## config.mk

```make
export PLATFORM = sky130hd
export DESIGN_NAME = branch_ctrl
export DESIGN_NICKNAME = d
export VERILOG_FILES = /design/src/rtl/pipe_pkg.sv /design/src/rtl/branch_cond.sv /design/src/rtl/branch_ctrl.sv
export SDC_FILE = /design/constraint.sdc
export NUM_CORES = 1
export LEC_CHECK = 0
export ABC_AREA = 1
export BUFFER_PORTS_ARGS = -buffer_cell sky130_fd_sc_hd__buf_2
export CAP_MARGIN = 40
export CELL_PAD_IN_SITES_DETAIL_PLACEMENT = 1
export CELL_PAD_IN_SITES_GLOBAL_PLACEMENT = 1
export CORE_MARGIN = 3
export CORE_UTILIZATION = 25
export CTS_CLUSTER_DIAMETER = 40
export DETAILED_ROUTE_END_ITERATION = 6
export GPL_TIMING_DRIVEN = 0
export PLACE_DENSITY = 0.67
export SYNTH_ARGS = -nofsm -noshare
export SYNTH_HDL_FRONTEND = slang
export SYNTH_SLANG_ARGS = --single-unit
export TNS_END_PERCENT = 1
```

## constraint.sdc

```tcl
create_clock -name clk -period 3.01 [get_ports clk]
set_input_delay 0.4515 -clock clk [delete_from_list [all_inputs] [get_ports clk]]
set_output_delay 0.4515 -clock clk [all_outputs]
set_load 0.005 [all_outputs]
```

## src/rtl/pipe_pkg.sv

```systemverilog
// Shared pipeline definitions: next-PC select encoding, default widths,
// and the branch-control FSM state type.
package pipe_pkg;

    // Default width of PC, BrA and RAA.
    localparam int ADDR_W_DEFAULT       = 16;
    // Default number of flush cycles per taken redirect (legal range 1..7).
    localparam int FLUSH_CYCLES_DEFAULT = 2;

    // BS encoding shared between EX and IF.
    localparam logic [1:0] BS_INC  = 2'b00;  // next PC = PC + 1
    localparam logic [1:0] BS_COND = 2'b01;  // branch to BrA when (Z ^ PS)
    localparam logic [1:0] BS_JMPR = 2'b10;  // jump to RAA
    localparam logic [1:0] BS_BR   = 2'b11;  // unconditional branch to BrA

    // Branch-control FSM states.
    typedef enum logic [0:0] {
        RUN   = 1'b0,
        FLUSH = 1'b1
    } state_e;

    // True when a decoded branch with these fields redirects the PC.
    function automatic logic bs_redirects(input logic [1:0] bs,
                                          input logic       ps,
                                          input logic       z);
        logic r;
        r = 1'b0;
        case (bs)
            BS_INC:  r = 1'b0;
            BS_COND: r = z ^ ps;
            BS_JMPR: r = 1'b1;
            BS_BR:   r = 1'b1;
            default: r = 1'b0;
        endcase
        return r;
    endfunction

endpackage

```

## src/rtl/branch_cond.sv

```systemverilog
// Combinational branch outcome evaluator: given the EX entry's branch
// select, polarity, the live zero flag and the entry's valid bit, decides
// whether the PC is redirected this cycle.
module branch_cond
    import pipe_pkg::*;
(
    input  logic       i_valid,
    input  logic [1:0] i_bs,
    input  logic       i_ps,
    input  logic       i_z,
    output logic       o_taken
);

    // An invalid (squashed or empty) entry never redirects.
    always_comb begin
        o_taken = 1'b0;
        if (i_valid) begin
            o_taken = bs_redirects(i_bs, i_ps, i_z);
        end
    end

endmodule

```

## src/rtl/branch_ctrl.sv

```systemverilog
// EX-stage branch resolution. Latches decoded branch fields from DOF,
// resolves them against the same-cycle EX zero flag and drives the IF
// next-PC select inputs. A taken redirect raises flush for FLUSH_CYCLES
// cycles so the wrong-path instructions in IF/DOF are squashed.
// stall freezes every piece of state, including the flush countdown.
// Optional statistics counters are compiled in with BRANCH_CTRL_STATS_EN.
module branch_ctrl
    import pipe_pkg::*;
#(
    parameter int ADDR_W       = ADDR_W_DEFAULT,
    parameter int FLUSH_CYCLES = FLUSH_CYCLES_DEFAULT
) (
    input  logic              clk,
    input  logic              reset,
    input  logic              stall,
    input  logic              dof_valid,
    input  logic [1:0]        dof_bs,
    input  logic              dof_ps,
    input  logic [ADDR_W-1:0] dof_bra,
    input  logic [ADDR_W-1:0] dof_raa,
    input  logic              ex_z,
    output logic [1:0]        BS,
    output logic              PS,
    output logic              Z,
    output logic [ADDR_W-1:0] BrA,
    output logic [ADDR_W-1:0] RAA,
    output logic              taken,
    output state_e            o_dbg_state,
    output logic [2:0]        o_dbg_cnt,
    output logic              flush
`ifdef BRANCH_CTRL_STATS_EN
    ,
    output logic [15:0]       br_total,
    output logic [15:0]       br_taken,
    output logic [15:0]       flush_cyc
`endif
);

    // Countdown value loaded on entry to FLUSH: the taken cycle itself is
    // the first flush cycle, FLUSH covers the remaining ones.
    localparam logic [2:0] CNT_INIT = 3'(FLUSH_CYCLES - 1);

    // EX register
    logic              r_ex_valid;
    logic [1:0]        r_ex_bs;
    logic              r_ex_ps;
    logic [ADDR_W-1:0] r_ex_bra;
    logic [ADDR_W-1:0] r_ex_raa;

    // FSM
    state_e            r_state;
    state_e            w_state_nxt;
    logic [2:0]        r_cnt;
    logic [2:0]        w_cnt_nxt;

    logic              w_taken;
    logic              w_flush;

    // Branch outcome, zero added latency from EX entry to redirect.
    branch_cond u_cond (
        .i_valid (r_ex_valid),
        .i_bs    (r_ex_bs),
        .i_ps    (r_ex_ps),
        .i_z     (ex_z),
        .o_taken (w_taken)
    );

    // EX register: capture DOF fields unless stalled; squash while flushing.
    always_ff @(posedge clk) begin
        if (reset) begin
            r_ex_valid <= 1'b0;
            r_ex_bs    <= BS_INC;
            r_ex_ps    <= 1'b0;
            r_ex_bra   <= '0;
            r_ex_raa   <= '0;
        end else if (!stall) begin
            r_ex_valid <= dof_valid & ~w_flush;
            r_ex_bs    <= dof_bs;
            r_ex_ps    <= dof_ps;
            r_ex_bra   <= dof_bra;
            r_ex_raa   <= dof_raa;
        end
    end

    // FSM state register; stall is folded into the next-state logic.
    always_ff @(posedge clk) begin
        if (reset) begin
            r_state <= RUN;
            r_cnt   <= 3'd0;
        end else begin
            r_state <= w_state_nxt;
            r_cnt   <= w_cnt_nxt;
        end
    end

    // FSM next-state and flush output. A redirect seen in FLUSH is ignored:
    // the EX entry there is always a squashed one.
    always_comb begin
        w_state_nxt = r_state;
        w_cnt_nxt   = r_cnt;
        w_flush     = 1'b0;
        case (r_state)
            RUN: begin
                w_flush = w_taken;
                if (w_taken && !stall && (FLUSH_CYCLES > 1)) begin
                    w_state_nxt = FLUSH;
                    w_cnt_nxt   = CNT_INIT;
                end
            end
            FLUSH: begin
                w_flush = 1'b1;
                if (!stall) begin
                    w_cnt_nxt = r_cnt - 3'd1;
                    if (r_cnt == 3'd1) begin
                        w_state_nxt = RUN;
                    end
                end
            end
            default: begin
                w_state_nxt = RUN;
                w_cnt_nxt   = 3'd0;
            end
        endcase
    end

    // Outputs to IF. BS and Z are masked by the EX valid bit so that an
    // empty or squashed slot always selects PC + 1.
    assign BS          = r_ex_valid ? r_ex_bs : BS_INC;
    assign PS          = r_ex_ps;
    assign Z           = ex_z & r_ex_valid;
    assign BrA         = r_ex_bra;
    assign RAA         = r_ex_raa;
    assign taken       = w_taken;
    assign flush       = w_flush;
    assign o_dbg_state = r_state;
    assign o_dbg_cnt   = r_cnt;

`ifdef BRANCH_CTRL_STATS_EN
    logic [15:0] r_br_total;
    logic [15:0] r_br_taken;
    logic [15:0] r_flush_cyc;

    // Event counters, advancing on non-stall cycles only and wrapping.
    always_ff @(posedge clk) begin
        if (reset) begin
            r_br_total  <= 16'd0;
            r_br_taken  <= 16'd0;
            r_flush_cyc <= 16'd0;
        end else if (!stall) begin
            if (r_ex_valid && (r_ex_bs != BS_INC)) begin
                r_br_total <= r_br_total + 16'd1;
            end
            if (w_taken) begin
                r_br_taken <= r_br_taken + 16'd1;
            end
            if (w_flush) begin
                r_flush_cyc <= r_flush_cyc + 16'd1;
            end
        end
    end

    assign br_total  = r_br_total;
    assign br_taken  = r_br_taken;
    assign flush_cyc = r_flush_cyc;
`endif

endmodule

```

==> results.md <==
Yosys:
- The largest area contributor in the netlist is dfxtp_1.
- After synthesis, flip-flops and latches occupy 51.3% of the total area.
- The share of the synthesized area in the top cell type is 51.3%.
- The commonest cells after synthesis are nand2_1 (80), dfxtp_1 (40), a21oi_1 (36), inv_1 (7), buf_6 (4).
- For this run, the leading register cell type out of synthesis is dfxtp_1.
- The number of enable-type register cells in the synthesized netlist is 0.
- In the synthesized netlist the async set-or-reset flop fraction comes to 0%.
- The number of distinct library cells after synthesis is 23.
- The net count after synthesis is 238.
- In the post-synthesis netlist, the biggest area contributors are dfxtp_1 (51%), nand2_1 (19%), a21oi_1 (12%), buf_6 (2.9%), nand3_4 (2.2%).
- The most numerous cell in the Yosys netlist is nand2_1.
- The synthesized instance count is 196.
- The total of flip-flops plus latches after synthesis is 40.
- For this run, the number of Yosys warnings is 0.
- The post-synth design cell area is 1560 um2.
- A synthesized cell averages 7.96 um2.

Final layout:
- The count of filler cells inserted in the layout is 758.
- The multi-input combinational cells in the finished layout cover a total of 639 um2.
- Once layout is done, the placed cells without fillers occupy 2160 um2.
- The register cell area after layout is 801 um2.
- The count of placed standard cells in the final layout, fillers left out is 359.
- The share of layout cells above drive strength 1 is 37.3%.
- The signed area change from the synthesized netlist to the final layout is 38.6%.
- After the last flow step, the layout net total stands at 325.
- The number of antenna diodes in the final layout is 0.

Floorplan:
- Pin placement for this block handled 82 I/O pins.
- The vertical die dimension is 85 um.
- The core footprint is 5990 um2.
- The initial utilization of the core area, before any placement, comes to 26.0%.
- The area enclosed by the die boundary is 7230 um2.
- The row count is 28.
- The die is 85 um wide.

CTS:
- Post-CTS timing repair inserted 0 buffers for setup.
- The clock latency on the worst-skew pair is 0.28 ns.
- CTS placed an instance of clkbuf_8 at the clock tree root.
- The number of clock buffers added by TritonCTS is 5.
- The number of levels in the clock H-tree is 2.
- The CTS tree is built.
- Buffers inserted to repair hold after CTS numbered 0.
- The clock input transition at the sequential cells of the worst setup and hold paths is 0.08 ns.
- Counting along the longest clock path gives a buffer depth of 2.
- In this run, post-CTS repair resized a total of 0 instances.
- The sink count of the clock tree is 40.

Worst hold path:
- The tightest min-delay check is of the input pin to register type.

Route:
- The count of nets left with antenna violations once routing finished came out at 0.
- The detailed router placed 1527 vias in this run.
- The iteration-0 DRC count of the detailed router is 55.
- Dividing the detail-routed wire length by the instance count gives 12.3 um.
- The post-detailed-routing wire length is 4420 um.
- For this run, design rule violations remaining after detail routing come to 0.
- The pre-antenna-repair detailed-routing pass consisted of 4 iterations.
- Dividing the detail-routed via count by the number of cells gives 4.25.

Place:
- At the end of routability-driven placement, the weighted congestion stood at 0.727.
- The wire-length estimate of the detail-placed layout is 3340 um.
- After detailed placement, the design holds a cell count of 351.
- The placed instance area is 2050 um2.
- The count of buffers inserted at the top-level ports is 80.

Power:
- The power density over cell area is 523 nW/um2.
- Total power for the finished layout comes to 1130 uW.
- The maximum ir drop on the vdd rail is 0.185 mV.
- Summed over all cells, the static leakage comes to 0.00106 uW.

Global route:
- The initial antenna violation count is 0.
- The combined global-route utilization of all metal layers is 12.7%.
- The remaining global-route overflow is 0.
- The maximum number of pins on one net before global-route repair is 13.
- The first global-routing pass estimated 7450 um of wire.
- The number of global-route vias before repair was 1534.

Timing:
- The setup TNS after final layout is 0 ns.
- The actual slew at the worst max-slew pin is 0.566 ns.
- The normalized max-slew margin is 62.3%.
- The minimum clock period is 1.56 ns.
- The worst slack on hold paths is 0.405 ns.
- Across the routed clock network, the largest skew measured is 0.00119 ns.
- Setup violations remaining at the end of the flow were counted as 0.
- The hold violation count in the final report was 0.
- The number of max-slew violations in the final report came to 0.
- Timing would allow up to 0.639 GHz.
- The final worst-path cycle share is 52.0%.
- Setup repair after global routing left no endpoint under its margin.

Worst setup path:
- The required time at the worst-slack endpoint is 2.56 ns.
- The startpoint class of the critical path is a register.
- The worst setup path is of the register to output pin kind.
- The critical-path maximum fanout is 3.
- The data arrival time of the critical path is 1.11 ns.
- The type of element capturing the critical path is an output pin.

Status:
- The run finished with clean final reports.

Flow run:
- The total of max-cap violations is 0.
-- critical path: stages (launching register included) --
cell and delay (ns):
dfxtp_1 0.36, inv_1 0.07, nand2_1 0.10, nand3_4 0.10
nand2_2 0.09, buf_2 0.12
-- area by class of cell --
class	count	share of cell area, %
buffer	12	3.99
clock buffer	6	3.36
inverter	9	1.56
sequential	40	37.0
tap	75	4.34
multi-input combinational	135	29.6
timing repair buffer	80	18.5
clock inverter	2	1.62
-- per-stage QoR --
stage	setup slack, ns	utilization [%]
2_1_floorplan	1.82	-
3_3_place_gp	1.55	34.3
3_5_place_dp	1.53	34.3
4_1_cts	1.42	36.1
5_1_grt	1.35	36.1
6_report	1.45	36.1
-- path summary, 6_finish.rpt --
kind              slack, ns    startpoint      endpoint  cells after the start
setup / recovery       1.45            PS         taken                      5
hold / removal         0.41    dof_bra[8]        BrA[8]                      3
setup reg to reg       1.81  o_dbg_cnt[0]  o_dbg_cnt[2]                      6
hold reg to reg        0.46       BrA[14]       BrA[14]                      2
-- sequential cells by signal, summed over array words and instances, names as in the netlist --
| register | count |
|---|---|
| RAA | 16 |
| BrA | 16 |
| r_ex_bs | 2 |
| PS | 1 |
| o_dbg_cnt | 3 |
| r_ex_valid | 1 |
| o_dbg_state | 1 |
-- cell families (layout without fill, tap and decap cells) --
kind of cell               after synthesis  count (layout)  share of synthesized area, %
AOI/OAI and AO/OA                       41              41                          13.9
xor gates and xnor gates                 1               1                         0.561
adders and majority gates                2               2                          1.60
buffers and inverters                   21             109                          7.70
DFF                                     40              40                          51.3
and+or+nand+nor                         91              91                          24.9
-- metal layers --
metal	wire length [um]	up-vias	track usage, %
met5	0	-	0
met4	31	0	2.59
met3	327	4	4.08
met2	2120	47	21.0
met1	1940	681	16.3
li1	-	795	-
-- where the power goes --
part / internal [uW] / switching, uW
logic: 63.6 / 69.1
clock network: 246 / 182
registers: 556 / 13.7
total: 866 / 265
-- layout by cell type, fill, tap and decap left out, types with 4 or more instances in the layout --
master,synthesis,layout
a21oi_1,36,36
clkbuf_1,3,4
dfxtp_1,40,40
buf_2,3,83
buf_6,4,4
inv_1,7,7
nand2_1,80,80
clkbuf_8,0,5
No activity file was read; power rests on OpenSTA's default activity.
